**config.mk**
```make
export PLATFORM = sky130hd
export DESIGN_NAME = fb_write_arbiter_flat
export DESIGN_NICKNAME = d
export VERILOG_FILES = /design/src/rtl/fb_write_arbiter_if.sv /design/src/rtl/fb_write_arbiter.sv /design/src/flat_wrapper.sv
export SDC_FILE = /design/constraint.sdc
export NUM_CORES = 1
export LEC_CHECK = 0
export ABC_AREA = 1
export CAP_MARGIN = 10
export CELL_PAD_IN_SITES_DETAIL_PLACEMENT = 1
export CELL_PAD_IN_SITES_GLOBAL_PLACEMENT = 2
export CORE_MARGIN = 1.5
export CORE_UTILIZATION = 17
export DETAILED_ROUTE_END_ITERATION = 8
export HOLD_SLACK_MARGIN = 0.06
export PLACE_DENSITY_LB_ADDON = 0.1
export SYNTH_ARGS = -nofsm -noshare
export SYNTH_HDL_FRONTEND = slang
export SYNTH_SLANG_ARGS = --single-unit
```
**constraint.sdc**
```tcl
create_clock -name clk_i -period 2.8 [get_ports clk_i]
set_clock_uncertainty 0.2 [all_clocks]
set_input_delay 0.42 -clock clk_i [delete_from_list [all_inputs] [get_ports clk_i]]
set_output_delay 0.42 -clock clk_i [all_outputs]
set_load 0.005 [all_outputs]
```
**src/rtl/fb_write_arbiter_if.sv**
```systemverilog
// rtl/fb_write_arbiter_if.sv - requester and framebuffer-write signal bundle for fb_write_arbiter
interface fb_write_arbiter_if #(
    parameter int NREQ      = 4,
    parameter int ADDR_BITS = 20
);
    // Requester side: one valid/last/addr/data lane per requester, packed by index
    logic [NREQ-1:0]           req_valid_i;
    logic [NREQ-1:0]           req_last_i;
    logic [NREQ*ADDR_BITS-1:0] req_addr_i;
    logic [NREQ*24-1:0]        req_data_i;
    logic [NREQ-1:0]           req_ready_o;

    // Framebuffer write side plus arbitration status
    logic [ADDR_BITS-1:0]      pxl_addr_o;
    logic [23:0]               pxl_data_o;
    logic                      pxl_en_o;
    logic [NREQ-1:0]           grant_o;
    logic [15:0]               drop_cnt_o;

    // Drives requests and observes the write port (requesters / bench)
    modport master (
        output req_valid_i, req_last_i, req_addr_i, req_data_i,
        input  req_ready_o, pxl_addr_o, pxl_data_o, pxl_en_o, grant_o, drop_cnt_o
    );

    // The arbiter itself
    modport slave (
        input  req_valid_i, req_last_i, req_addr_i, req_data_i,
        output req_ready_o, pxl_addr_o, pxl_data_o, pxl_en_o, grant_o, drop_cnt_o
    );
endinterface

```
**src/rtl/fb_write_arbiter.sv**
```systemverilog
// rtl/fb_write_arbiter.sv - round-robin burst arbiter for framebuffer pixel writes (optional FB_ARB_BOUNDS_CHECK_EN)
module fb_write_arbiter #(
    parameter int NREQ = 4,
    parameter int FB_X = 1280,
    parameter int FB_Y = 720
) (
    input logic               clk_i,
    input logic               rst_i,
    fb_write_arbiter_if.slave bus
);
    localparam int PIXELS    = FB_X * FB_Y;
    localparam int ADDR_BITS = $clog2(PIXELS);
    localparam int PTR_W     = $clog2(NREQ);

    typedef enum logic {
        ST_IDLE  = 1'b0,
        ST_BURST = 1'b1
    } state_t;

    state_t               state_q;
    logic [PTR_W-1:0]     ptr_q;
    logic [PTR_W-1:0]     owner_q;
    logic                 pxl_en_q;
    logic [ADDR_BITS-1:0] pxl_addr_q;
    logic [23:0]          pxl_data_q;
    logic [15:0]          drop_cnt_q;

    logic                 win_found;
    logic [PTR_W-1:0]     win_idx;
    logic [PTR_W-1:0]     sel_idx;
    logic [NREQ-1:0]      ready;
    logic                 accept;
    logic                 acc_last;
    logic [ADDR_BITS-1:0] acc_addr;
    logic [23:0]          acc_data;
    logic                 acc_oob;

    // Round-robin search starting just after the last requester served
    always_comb begin : winner_search
        int cand;
        cand      = 0;
        win_found = 1'b0;
        win_idx   = '0;
        for (int i = 1; i <= NREQ; i++) begin
            cand = int'(ptr_q) + i;
            if (cand >= NREQ) begin
                cand = cand - NREQ;
            end
            if (!win_found && bus.req_valid_i[PTR_W'(cand)]) begin
                win_found = 1'b1;
                win_idx   = PTR_W'(cand);
            end
        end
    end

    // One-hot ready: the burst owner while bursting, else the round-robin winner
    always_comb begin
        ready = '0;
        if (!rst_i) begin
            if (state_q == ST_BURST) begin
                ready[owner_q] = 1'b1;
            end else if (win_found) begin
                ready[win_idx] = 1'b1;
            end
        end
    end

    assign sel_idx  = (state_q == ST_BURST) ? owner_q : win_idx;
    assign accept   = |(ready & bus.req_valid_i);
    assign acc_last = bus.req_last_i[sel_idx];
    assign acc_addr = bus.req_addr_i[sel_idx*ADDR_BITS +: ADDR_BITS];
    assign acc_data = bus.req_data_i[sel_idx*24 +: 24];

`ifdef FB_ARB_BOUNDS_CHECK_EN
    // Beats past the end of the framebuffer are consumed but never written
    assign acc_oob = (32'(acc_addr) >= 32'(PIXELS));

    // Saturating count of discarded out-of-range beats
    always_ff @(posedge clk_i or posedge rst_i) begin
        if (rst_i) begin
            drop_cnt_q <= '0;
        end else if (accept && acc_oob && drop_cnt_q != 16'hFFFF) begin
            drop_cnt_q <= drop_cnt_q + 16'd1;
        end
    end
`else
    assign acc_oob = 1'b0;

    // No filtering: the drop counter stays at zero
    always_ff @(posedge clk_i or posedge rst_i) begin
        if (rst_i) begin
            drop_cnt_q <= '0;
        end else begin
            drop_cnt_q <= '0;
        end
    end
`endif

    // Arbitration FSM plus the registered write port (one-cycle accept-to-write latency)
    always_ff @(posedge clk_i or posedge rst_i) begin
        if (rst_i) begin
            state_q    <= ST_IDLE;
            ptr_q      <= PTR_W'(NREQ - 1);
            owner_q    <= '0;
            pxl_en_q   <= 1'b0;
            pxl_addr_q <= '0;
            pxl_data_q <= '0;
        end else begin
            pxl_en_q <= accept && !acc_oob;
            if (accept && !acc_oob) begin
                pxl_addr_q <= acc_addr;
                pxl_data_q <= acc_data;
            end
            case (state_q)
                ST_IDLE: begin
                    if (accept) begin
                        if (acc_last) begin
                            ptr_q <= win_idx;
                        end else begin
                            owner_q <= win_idx;
                            state_q <= ST_BURST;
                        end
                    end
                end
                ST_BURST: begin
                    if (accept && acc_last) begin
                        ptr_q   <= owner_q;
                        state_q <= ST_IDLE;
                    end
                end
                default: state_q <= ST_IDLE;
            endcase
        end
    end

    assign bus.req_ready_o = ready;
    assign bus.grant_o     = ready;
    assign bus.pxl_en_o    = pxl_en_q;
    assign bus.pxl_addr_o  = pxl_addr_q;
    assign bus.pxl_data_o  = pxl_data_q;
    assign bus.drop_cnt_o  = drop_cnt_q;
endmodule

```
**src/flat_wrapper.sv**
```systemverilog
// flat-port wrapper written by rule: the top's interface ports become plain ports
module fb_write_arbiter_flat 
#(
    parameter int NREQ = 4,
    parameter int FB_X = 1280,
    parameter int FB_Y = 720
)
  (clk_i, rst_i, bus_req_valid_i, bus_req_last_i, bus_req_addr_i, bus_req_data_i, bus_req_ready_o, bus_pxl_addr_o, bus_pxl_data_o, bus_pxl_en_o, bus_grant_o, bus_drop_cnt_o);
  fb_write_arbiter_if #(.NREQ(NREQ)) bus_i ();
  input logic clk_i;
  input logic rst_i;
  input wire logic [$bits(bus_i.req_valid_i)-1:0] bus_req_valid_i;
  input wire logic [$bits(bus_i.req_last_i)-1:0] bus_req_last_i;
  input wire logic [$bits(bus_i.req_addr_i)-1:0] bus_req_addr_i;
  input wire logic [$bits(bus_i.req_data_i)-1:0] bus_req_data_i;
  output wire logic [$bits(bus_i.req_ready_o)-1:0] bus_req_ready_o;
  output wire logic [$bits(bus_i.pxl_addr_o)-1:0] bus_pxl_addr_o;
  output wire logic [$bits(bus_i.pxl_data_o)-1:0] bus_pxl_data_o;
  output wire logic [$bits(bus_i.pxl_en_o)-1:0] bus_pxl_en_o;
  output wire logic [$bits(bus_i.grant_o)-1:0] bus_grant_o;
  output wire logic [$bits(bus_i.drop_cnt_o)-1:0] bus_drop_cnt_o;
  assign bus_i.req_valid_i = bus_req_valid_i;
  assign bus_i.req_last_i = bus_req_last_i;
  assign bus_i.req_addr_i = bus_req_addr_i;
  assign bus_i.req_data_i = bus_req_data_i;
  assign bus_req_ready_o = bus_i.req_ready_o;
  assign bus_pxl_addr_o = bus_i.pxl_addr_o;
  assign bus_pxl_data_o = bus_i.pxl_data_o;
  assign bus_pxl_en_o = bus_i.pxl_en_o;
  assign bus_grant_o = bus_i.grant_o;
  assign bus_drop_cnt_o = bus_i.drop_cnt_o;
  fb_write_arbiter #(.NREQ(NREQ), .FB_X(FB_X), .FB_Y(FB_Y)) u_core (.clk_i(clk_i), .rst_i(rst_i), .bus(bus_i));
endmodule
```
# Word-level counts from Yosys, hierarchy flattened
# Index checks and enable logic that the tools add are counted.
[totals] regBits=50 out_inout_bits=69 elab_cells=91 in_bits=186
[op_classes] add_sub_neg=8 n_mux=42 magnitude_cmp=13 n_eq_ne=3 shifts=2 multipliers=2 bitwise=3 reduce_logical=12
[op_table] cell="$shiftx A96 B8 Y24" count=1
[op_table] cell="$shiftx A80 B8 Y20" count=1
[op_table] cell="$mux W2" count=12
[op_table] cell="$mux W1" count=18
[op_table] cell="$lt A2 B4 Y1 const B" count=4
[op_table] cell="$mux W4" count=3
[op_table] cell="$bmux W1 S2" count=5
[op_table] cell="$ge A3 B3 Y1 const B" count=3
[op_table] cell="$lt A2 B3 Y1 const B" count=3
[op_table] cell="$sub A2 B1 Y2 const B" count=4
[op_table] cell="$add A2 B2 Y3 const B" count=2
[op_table] cell="$logic_and A1 B1 Y1" count=6
[op_table] cell="$reduce_and A3 Y1" count=2
[op_table] cell="$mul A2 B3 Y5 const B" count=1
[op_table] cell="$add A2 B3 Y4 const B" count=1
[op_table] cell="$and A4 B4 Y4" count=1
[op_table] cell="$demux W1 S2" count=2
[op_table] cell="$ge A2 B1 Y1 const B" count=2
[op_table] cell="$ge A4 B3 Y1 const B" count=1
[op_table] cell="$mul A2 B2 Y4 const B" count=1
[op_table] cell="$ne A2 B1 Y1 const B" count=2
[op_table] cell="$pmux W2 S2" count=1
[op_table] cell="$reduce_or A4 Y1" count=1
[op_table] cell="$add A2 B1 Y3 const B" count=1
[op_table] cell="other kinds (4)" count=7

# Depth between registers and ports, before layout
# Gate-level depths: netlist of run 1.
[logic_depth] depth_word=28 depth_mapped=21 ltp_nobuf=19

# Worst setup path after synthesis of run 1
# Ideal clock, no wire load.
[synth_timing] path_kind="input-to-reg" start="input rst_i" end="register u_core.pxl_addr_q[0], in the netlist u_core.bus.pxl_addr_o[0]" path_stages=8 setup_slack_ns=0.250 t_required_ns=2.535 setup_ns=0.065 t_arrival_ns=2.285 n_path_buf=1 cell_sequence="inv_1 nand3_1 nand2_2 inv_2 nand2_4 buf_2 nand2_1 nand2_1"
[synth_between] elab_chain_cells=3
[synth_lines] element="start: declaration" line="flat_wrapper.sv:11" rtl="input logic rst_i;"
[synth_lines] element="$mux W4" line="fb_write_arbiter.sv:59" rtl="if (!rst_i) begin"
[synth_lines] element="$and A4 B4 Y4" line="fb_write_arbiter.sv:69" rtl="assign accept = |(ready & bus.req_valid_i);"
[synth_lines] element="$reduce_or A4 Y1" line="fb_write_arbiter.sv:69"
[synth_lines] element="end signal: assignment" line="fb_write_arbiter.sv:111" rtl="pxl_addr_q <= acc_addr;"
[synth_lines] element="end: declaration" line="fb_write_arbiter.sv:24" rtl="logic [ADDR_BITS-1:0] pxl_addr_q;"
# Every way passes these cells.
# A chain may end at the register's enable or synchronous reset.

# Worst setup path after layout of run 1
[layout_timing] start="register u_core.ptr_q[0]" end="register u_core.pxl_data_q[9], in the netlist u_core.bus.pxl_data_o[9]"
[layout_between] elab_chain_cells=25 elab_cells_between_ends=55 classes_between="add/sub: 8; mul: 1; order compare: 6; shift: 1; mux: 30; bitwise: 1; reduce/logical: 8"
[layout_lines] element="start: declaration" line="fb_write_arbiter.sv:21" rtl="logic [PTR_W-1:0] ptr_q;"
[layout_lines] element="start signal: assignment" line="fb_write_arbiter.sv:103" rtl="ptr_q <= PTR_W'(NREQ - 1);"
[layout_lines] element="start signal: assignment" line="fb_write_arbiter.sv:118" rtl="ptr_q <= win_idx;"
[layout_lines] element="start signal: assignment" line="fb_write_arbiter.sv:127" rtl="ptr_q <= owner_q;"
[layout_lines] element="parallel branches: the longest is 25 deep, another holds $add A2 B1 Y3"
[layout_lines] element="end signal: assignment" line="fb_write_arbiter.sv:112" rtl="pxl_data_q <= acc_data;"
[layout_lines] element="end: declaration" line="fb_write_arbiter.sv:25" rtl="logic [23:0] pxl_data_q;"
# Parallel ways; which one is timed is not known. The select of a mux whose other input is x is not followed.

==> metrics.md, run 1 <==
| Metric | Value |
|---|---|
| Vias in the first global route | `5365` |
| Pwr Total | `10.9 mW` |
| Number of synthesized flops with an enable pin | `0` |
| Fraction of layout instances using a drive strength above 1 | `0.216` |
| Final hold vios | `0` |
| Met3 usage | `0.0492` |
| Synth Cell Area | `3800 sq um` |
| Setup TNS | `-7250 ps` |
| M1 GR Usage | `0.166` |
| Dpl hpwl | `13200 um` |
| Commonest cells after routing, fill and taps aside | `clkdlybuf4s50_1, nand2_1, nor2_1, o21ai_0, dfrtp_1` |
| WS Path Type | `register to register` |
| Vias | `4941` |
| Slew of the pin with the lowest slew margin | `707 ps` |
| Final net count | `around 1000` |
| Die X | `152 um` |
| Clk slew on worst S/H paths | `70 ps` |
| Max Cap Viol | `0` |
| Antenna violations before repair | `2` |
| WL/cell | `~17 um` |
| Commonest non-fill, non-tap cell in the layout | `clkdlybuf4s50_1` |
| Leak | `3.35 nW` |
| Starting Density | `0.174` |
| DR iter-0 viols | `98` |
| Layout Cells excl Fill | `1132` |
| Switch share | `0.479` |
| Max_slew headroom | `0.529` |
| WP data arrival | `roughly 3000 ps` |
| Largest net degree at the start of global routing | `51` |
| H-tree levels | `2` |
| Die area | `between 20000 and 25000 sq um` |
| Grt total ovfl | `0` |
| Met2 Resource Use GR | `0.275` |
| # hold bufs at CTS | `0` |
| Period utilization | `1.06` |
| Internal power | `5.67 mW` |
| First-pass GRT wire length | `approximately 28000 um` |
| All-Layer GR Usage | `0.150` |
| Final wirelength | `18900 um` |
| IR Drop Worst-Case VDD | `0.000603 V` |
| Async SR Flop Fraction | `1.00` |
| CTS Buffer Depth | `2` |
| Remaining DRCs | `0` |
| Yosys cell types | `32` |
| Die extent in y | `152 um` |
| Status | `finished with violations` |
| Syn_area_per_cell | `6.50 sq um` |
| Placer Congestion | `~0.79` |
| CTS tree | `yes` |
| Max Slew Vio Count | `0` |
| Min Tclk post-route | `2960 ps` |
| CTS Buf Count | `5` |
| Via density | `4.36` |
| Worst EP required | `2830 ps` |
| Clock network power share | `0.056` |
| Number of port buffers | `238` |
| GR peak layer | `met2` |
| Root Driver | `clkbuf_16` |
| CP Launch Type | `register` |
| Antenna-violating nets left | `0` |
| Switching power total | `between 5 and 6 mW` |
| Row Count | `54` |
| Comb power frac | `0.820` |
| Register area share after synthesis | `0.330` |
| Unrepaired setup endpoints after global routing | `true` |
| Worst skew pair latency | `300 ps` |
| Post-route worst setup slack | `-163 ps` |
| Critical Path Sink Type | `register` |
| Final setup viols | `just under 60` |
| I/O pins | `between 200 and 300` |
| Cell count after synthesis | `between 500 and 600` |
| Fmax | `338 MHz` |
| Crit Path Max Fanout | `14` |
| Core Region | `about 22000 sq um` |
| Yosys Warn Count | `0` |
| Worst min-delay path category | `register to register` |
| Pwr Density | `1430 nW/um^2` |
| Drt first pass iters | `4` |
| Failing checks | `setup timing` |
| Yosys reg bits | `50` |
| Most used DFF post-synth | `dfrtp_1` |
| Register share of total power | `0.124` |
| TritonCTS Sinks | `50` |
| Placed Instances | `around 1100` |
| Area growth from synthesis to layout | `100%` |
[through the flow]
step	area, sq um	hold WS (ps)	utilization	setup WS (ps)
after floorplan	3850	264	-	250
after detailed placement	6600	264	0.301	-345
final	7610	280	0.348	-163
after global routing	7610	296	0.348	-312
after CTS	7010	284	0.320	-111
after global placement	6600	263	0.301	-322
[critical path: stages (launching register included)]
cell and delay, ps:
dfstp_2 600, clkinv_4 150, nand2_4 110, nand2_4 70, buf_4 130, nand4_1 120, nand2_2 90, inv_4 70
nand2_4 60, buf_6 120, nand2_4 70, o21ai_4 60, buf_6 110, buf_6 100, buf_6 100, nand3_4 60
nand2_4 80, nor2_4 240, buf_12 200, nand2_1 70, nand2_1 80
[cells in the mapped netlist, types with 2 or more instances]
master	number	area, sq um
a21oi_1	3	15.0
buf_2	14	70.1
buf_4	27	203
buf_6	5	56.3
clkbuf_1	9	33.8
clkbuf_2	3	15.0
dfrtp_1	48	1200
dfstp_2	2	52.6
inv_1	14	52.6
inv_2	4	15.0
inv_4	2	12.5
nand2_1	175	657
nand2_2	13	81.3
nand2_4	5	56.3
nand3_1	18	90.1
nand3b_1	2	15.0
nand4_1	3	18.8
nor2_1	91	342
nor2_4	2	22.5
o21ai_0	78	390
o21ai_1	12	60.1
o22ai_1	44	275
[final cells by class]
| type | count | area (sq um) |
|---|---|---|
| clock inverter | 1 | 7.51 |
| inverter | 22 | 115 |
| timing repair buffer | 300 | 3190 |
| multi-input combinational | 470 | 2560 |
| tap | 280 | 350 |
| antenna | 3 | 7.51 |
| clock buffer | 6 | 129 |
| sequential | 50 | 1250 |
| fill | 2626 | 14300 |
[routing by layer]
metal	wire length, um	up-vias	share of wire
met5	0	-	0
met4	282	0	0.015
met3	1360	16	0.072
met2	9670	148	0.51
met1	7620	2362	0.40
li1	-	2415	-
[cell families (layout without fill, tap and decap cells)]
logic type             Yosys count  count (layout)  share of synthesized area
DFF                             50              50                      0.330
other                            1              19                   0.000987
AOI/OAI and AO/OA              138             138                      0.197
and+or+nand+nor                315             316                      0.348
buffers and inverters           80             329                      0.124
[power by group through the flow]
stage | Clock (mW) | Combinational [mW] | Sequential [mW]
after global routing | 0.671 | 9.88 | 1.41
after CTS | 0.653 | 7.49 | 1.34
after detailed placement | 0 | 6.97 | 1.35
after global placement | 0 | 6.89 | 1.34
final | 0.608 | 8.92 | 1.35
after floorplan | 0 | 4.01 | 1.33
[what timing repair did]
action                                  in CTS  in global routing
gates resized for setup                     72                115
buffers inserted                            20                  9
endpoints found under the setup margin      11                 58
pin swaps                                   19                 32
cloned                                       0                  9
[worst paths after layout]
kind,slack [ps],depth (start not counted),start,endpoint
min in group asynchronous,710,3,rst_i,u_core.owner_q[1]
hold / removal,280,2,u_core.bus.pxl_addr_o[7],u_core.bus.pxl_addr_o[7]
hold reg to reg,280,2,u_core.bus.pxl_addr_o[7],u_core.bus.pxl_addr_o[7]
setup reg to reg,-160,20,u_core.ptr_q[0],u_core.bus.pxl_data_o[9]
max in group asynchronous,1230,3,rst_i,u_core.bus.pxl_addr_o[3]
setup / recovery,-160,20,u_core.ptr_q[0],u_core.bus.pxl_data_o[9]
[sequential cells by signal, indices dropped and copies added, names as in the netlist, named ones only]
| register | flops |
|---|---|
| u_core.ptr_q | 2 |
| u_core.bus.pxl_en_o | 1 |
| u_core.owner_q | 2 |
| u_core.bus.pxl_data_o | 24 |
| u_core.bus.pxl_addr_o | 20 |
Power figures use the tool's default switching activity.
==> inputs of run 2 (changes only) <==
--- a/config.mk
+++ b/config.mk
@@ -11,3 +11,2 @@
 export CELL_PAD_IN_SITES_GLOBAL_PLACEMENT = 2
-export CORE_MARGIN = 1.5
 export CORE_UTILIZATION = 17
@@ -16,2 +15,3 @@
 export PLACE_DENSITY_LB_ADDON = 0.1
+export SETUP_SLACK_MARGIN = 0.02
 export SYNTH_ARGS = -nofsm -noshare
--- a/constraint.sdc
+++ b/constraint.sdc
@@ -4,2 +4,2 @@
 set_output_delay 0.42 -clock clk_i [all_outputs]
-set_load 0.005 [all_outputs]
+set_load 0.1 [all_outputs]
==> run 2 against run 1 <==
  * The run still ends with setup timing left
  * Core utilization shrank 1.5 points
  * Final cell count shrank 1.2%
  * Global-route usage grew 0.26 points
  * Count of clock-buffer cells in the layout is the same
  * Wire length is essentially flat
==> metrics.md, run 2 (same netlist as run 1, synthesis figures left out) <==
| Metric | Value |
|---|---|
| Commonest non-fill, non-tap cell in the layout | `clkdlybuf4s50_1` |
| Vias in the first global route | `about 5000` |
| Final net count | `1023` |
| CP bufs+invs | `5` |
| Antenna-violating nets left | `0` |
| WP data arrival | `between 2000 and 2500 ps` |
| Final hold vios | `0` |
| Min Tclk post-route | `2910 ps` |
| Final wirelength | `18900 um` |
| Failing checks | `setup timing` |
| Placed Area | `6570 sq um` |
| Unrepaired setup endpoints after global routing | `true` |
| Commonest cells after routing, fill and taps aside | `clkdlybuf4s50_1, nand2_1, nor2_1, buf_4, o21ai_0` |
| Clk slew on worst S/H paths | `about 70 ps` |
| I/O pins | `255` |
| First-pass GRT wire length | `roughly 27000 um` |
| Number of port buffers | `238` |
| Period utilization | `1.04` |
| WS Path Type | `register to output pin` |
| Max FFs per register | `24` |
| Post-route worst setup slack | `-109 ps` |
| Worst min-delay path category | `register to register` |
| Delay-heaviest family, CP | `simple AND/OR/NAND/NOR gates` |
| Fmax | `344 MHz` |
| CTS Buffer Depth | `2` |
| H-tree levels | `2` |
| Final setup viols | `8` |
| Fraction of layout instances using a drive strength above 1 | `0.207` |
| R2R Path Start | `u_core.ptr_q[0]` |
| Design Area, Final | `7290 sq um` |
| Max_slew headroom | `0.527` |
| WL/cell | `16.9 um` |
| Most frequent CP cell | `nand2_4` |
| CTS tree | `yes` |
| Slew of the pin with the lowest slew margin | `710 ps` |
| Critical Path Sink Type | `output pin` |
| Drt first pass iters | `4` |
| Remaining DRCs | `0` |
| Status | `finished with violations` |
| Antenna violations before repair | `1` |
| Worst EP required | `approximately 2200 ps` |
| Placer Congestion | `0.783` |
| Via density | `4.34` |
| Starting Density | `0.174` |
| Max Slew Vio Count | `0` |
| Row Count | `54` |
| Root Driver | `clkbuf_16` |
| Worst skew pair latency | `300 ps` |
| CP Launch Point | `u_core.ptr_q[0]` |
| CTS Buf Count | `5` |
| CP max stage delay | `560 ps` |
| Die area | `22900 sq um` |
| Worst-path cell chain | `buf_12 > inv_12 > nand2_4 > nand2_4 > inv_2 > nand2_1 > nand2_2 > inv_1 > nand2_1 > nand3_2 > nand2_4 > nand3_2 > a21oi_4 > buf_12` |
| Vias | `4852` |
| Dpl hpwl | `between 10000 and 15000 um` |
| All-Layer GR Usage | `0.153` |
| Die X | `151 um` |
| CP max stage cell | `dfstp_2` |
| Hold Path Origin | `u_core.bus.pxl_data_o[6]` |
| Area growth from synthesis to layout | `91.8%` |
| DR WL met2 | `9440 um` |
| Routed met3 length | `around 1500 um` |
| CP Launch Type | `register` |
| Core Region | `21900 sq um` |
| Largest net degree at the start of global routing | `51` |
| Grt total ovfl | `0` |
| # hold bufs at CTS | `0` |
| Highest routed layer | `met4` |
| Wl on met1 | `roughly 7700 um` |
| Die extent in y | `approximately 150 um` |
| TritonCTS Sinks | `50` |
| DR iter-0 viols | `approximately 120` |
| Crit Path Max Fanout | `6` |
| Max Cap Viol | `0` |
==> run 2: cell types whose count changed in the layout (fill, tap and decap cells not counted), sizes merged <==
cell,delta
buf,+32
clkdlybuf4s50,-44
clkinv,+1
clkinvlp,+1
diode,-2
dlygate4sd2,-1
nand2,-1
==> run 2: per-stage QoR <==
step | std cells | TNS (ps) | worst slack, ps | hold WS (ps) | util
2_1_floorplan | 599 | -228 | -134 | 264 | -
3_3_place_gp | 1088 | -8160 | -213 | 265 | 0.300
3_5_place_dp | 1088 | -9170 | -242 | 269 | 0.300
4_1_cts | 1102 | -1050 | -160 | 287 | 0.312
5_1_grt | 1118 | -3170 | -232 | 315 | 0.333
6_report | 1118 | -793 | -109 | 283 | 0.333
==> run 2: layout make-up <==
type	instances	area, sq um
Fill cell	2660	14600
Timing Repair Buffer	287	3060
Antenna cell	1	2.50
Timing Repair inverter	2	15.0
Sequential cell	50	1250
Clock buffer	6	129
Clock inverter	1	7.51
Multi-Input combinational cell	469	2350
Tap cell	280	350
Inverter	22	121
==> run 2: what timing repair did <==
action | CTS | global route
endpoints found under the setup margin | 16 | 57
cloned | 1 | 7
pin swaps | 15 | 24
gates resized for setup | 20 | 61
buffers inserted | 7 | 8
==> run 2: worst paths after layout <==
kind	endpoint	slack (ps)	cells after the start
max	bus_req_ready_o[2]	-110	14
min	u_core.bus.pxl_data_o[6]	280	2
max reg2reg	u_core.bus.pxl_addr_o[7]	80	18
min reg2reg	u_core.bus.pxl_data_o[6]	280	2
max in group asynchronous	u_core.bus.pxl_addr_o[7]	1150	3
min in group asynchronous	u_core.bus.pxl_data_o[15]	790	3
==> run 2: tightest hold or removal path, delay by kind of cell, from the launching register on <==
| family | cells | cell delay (ps) |
|---|---|---|
| flops | 1 | 340 |
| simple gates | 2 | 110 |
==> run 2: per-layer routing <==
metal,GRT usage,up-vias
met5,0,-
met4,0.0385,0
met3,0.0509,13
met2,0.271,161
met1,0.174,2294
li1,-,2384
Power of run 2 is left out: the tool's default activity adds up to more than one toggle a clock period on the data nets, which glitch-free logic cannot reach.
==> inputs of run 3 (changes only) <==
Settings changed: CORE_MARGIN from default to 4.
==> run 3 against run 2 <==
  * The run still ends with setup timing left
  * Maximum frequency increased by 0.28%
  * Final cell count rose by 0.72%
  * Via count rose by 0.33%
  * Register-to-register slack barely moved
  * Sequential cell count unchanged
  * Hold slack got worse by 0.98 ps
  * Critical path depth shrank 1
  * Sequential share of layout area fell by 0.25 points
  * Wire length grew 7.2%
  * Non-clock buffer count rose by 6
  * Die area grew 8.1%
  * Worst setup slack gained 8.1 ps
  * Critical path type unchanged
  * Critical endpoint is now bus_grant_o[3]
  * Largest cell class unchanged
==> metrics.md, run 3 (same netlist as run 1, synthesis figures left out) <==
| Metric | Value |
|---|---|
| Status | `finished with violations` |
| Failing checks | `setup timing` |
| Worst EP required | `around 2200 ps` |
| Commonest non-fill, non-tap cell in the layout | `clkdlybuf4s50_1` |
| Remaining DRCs | `0` |
| R2R Setup Slk | `70 ps` |
| Die X | `157 um` |
| Worst min-delay path endpoint | `u_core.bus.pxl_addr_o[14]` |
| Fraction of layout instances using a drive strength above 1 | `0.212` |
| Via density | `roughly 4.3` |
| Drt first pass iters | `4` |
| I/O pins | `between 200 and 300` |
| CP max stage delay | `560 ps` |
| # hold bufs at CTS | `0` |
| Max FFs per register | `24` |
| Final hold vios | `0` |
| Vias | `a little under 5000` |
| H-tree levels | `2` |
| Post-Route Utilization | `0.338` |
| First-pass GRT wire length | `slightly below 30000 um` |
| Final hold slack | `282 ps` |
| Final wirelength | `20300 um` |
| Antenna-violating nets left | `0` |
| Final net count | `roughly 1000` |
| Root Driver | `clkbuf_16` |
| Critical Path Sink Type | `output pin` |
| TritonCTS Sinks | `50` |
| Final setup viols | `8` |
| WS Path Type | `register to output pin` |
| All-Layer GR Usage | `0.149` |
| Setup TNS | `-640 ps` |
| DR iter-0 viols | `146` |
| Row Count | `54` |
| CTS tree | `yes` |
| Most frequent CP cell | `nand2_4` |
| Die extent in y | `approximately 160 um` |
| Post-route worst setup slack | `-101 ps` |
| Number of port buffers | `238` |
| Clk slew on worst S/H paths | `roughly 70 ps` |
| Antenna violations before repair | `2` |
| Area growth from synthesis to layout | `94.7%` |
| Max Cap Viol | `0` |
| CP Launch Type | `register` |
| Dpl hpwl | `~15000 um` |
| Cells on Worst Hold Path | `2` |
| Core Region | `between 20000 and 25000 sq um` |
| Worst flop-to-flop path endpoint | `u_core.bus.pxl_data_o[12]` |
| WL/cell | `roughly 18 um` |
| Worst skew pair latency | `a little under 300 ps` |
| Worst min-delay path category | `register to register` |
| Die area | `24800 sq um` |
| Min Tclk post-route | `2900 ps` |
| R2R Path Start | `u_core.ptr_q[0]` |
| WP data arrival | `2280 ps` |
| Largest net degree at the start of global routing | `41` |
| Commonest cells after routing, fill and taps aside | `clkdlybuf4s50_1, nand2_1, nor2_1, o21ai_0, buf_4` |
| CTS Buf Count | `5` |
| Unrepaired setup endpoints after global routing | `true` |
| Hold Path Origin | `u_core.bus.pxl_addr_o[14]` |
| CP max stage cell | `dfstp_2` |
| Vias in the first global route | `5330` |
| Max Slew Vio Count | `0` |
| Worst-path cell chain | `buf_12 > inv_12 > nand2_4 > nand2_4 > nand2_4 > nand2_4 > nor2_4 > nand4_1 > nand2_4 > nand2_4 > o21ai_2 > and2_4 > buf_12` |
| Fmax | `345 MHz` |
| CTS Buffer Depth | `2` |
| Crit Path Max Fanout | `8` |
| Placer Congestion | `0.785` |
| Period utilization | `1.04` |
| Starting Density | `0.174` |
| Grt total ovfl | `0` |
| Worst reg2reg path depth | `19` |
[run 3: changes by cell type in the layout (fill, tap and decap cells not counted), moves of 3 or more]
cell / previous run / this run
o21ai_1: 21 / 15
o21ai_0: 61 / 73
dlygate4sd2_1: 1 / 4
nand2_1: 164 / 157
buf_4: 66 / 71
o22ai_1: 41 / 44
nand2_4: 13 / 17
o21ai_2: 8 / 2
nand2_2: 13 / 16
o22ai_2: 3 / 0
[run 3: worst max-delay path: cells and delay by family (launching register included)]
family	cells	cell delay (ps)
compound gates	1	130
buf+inv	3	350
simple gates	9	930
flops	1	560
[run 3: per-layer routing]
layer / routed length, um / GRT usage
met1: 8460 / 0.176
met2: 10500 / 0.272
met3: 1170 / 0.0390
met4: 211 / 0.0291
met5: 0 / 0
[run 3: how the worst max path moves through the flow]
| stage | startpoint | endpoint | slack, ps | cells after the start |
|---|---|---|---|---|
| 3_3_place_gp | bus_req_valid_i[1] | u_core.bus.pxl_data_o[10] | -260 | 16 |
| 2_1_floorplan | u_core.ptr_q[1] | bus_req_ready_o[2] | -130 | 12 |
| 4_1_cts | u_core.ptr_q[0] | bus_grant_o[3] | -120 | 13 |
| 6_report | u_core.ptr_q[0] | bus_grant_o[3] | -100 | 13 |
| 3_5_place_dp | bus_req_valid_i[3] | u_core.bus.pxl_data_o[10] | -270 | 16 |
| 5_1_grt | u_core.ptr_q[0] | bus_grant_o[3] | -250 | 13 |
[run 3: per-stage QoR]
stage                     cell area (sq um)  setup WS [ps]  instances
after global routing                   7390           -249       1126
final                                  7390           -101       1126
after detailed placement               6560           -271       1086
after floorplan                        3910           -134        599
after CTS                              6930           -123       1106
after global placement                 6560           -257       1086
[run 3: cell type report]
class                           count  area [sq um]
Fill cell                        2630         14500
Timing Repair Buffer              293          3130
Multi-Input combinational cell    470          2370
Sequential cell                    50          1250
Tap cell                          280           350
Clock buffer                        7           153
Inverter                           22           126
Clock inverter                      1          8.76
Antenna cell                        3          7.51
[run 3: what timing repair did]
item | 4_1_cts | 5_1_grt
setup endpoints to repair | 32 | 57
cloned | 0 | 11
buffers inserted | 12 | 6
pin swaps | 5 | 8
gates resized for setup | 33 | 45
Power of run 3 is left out for the same reason.
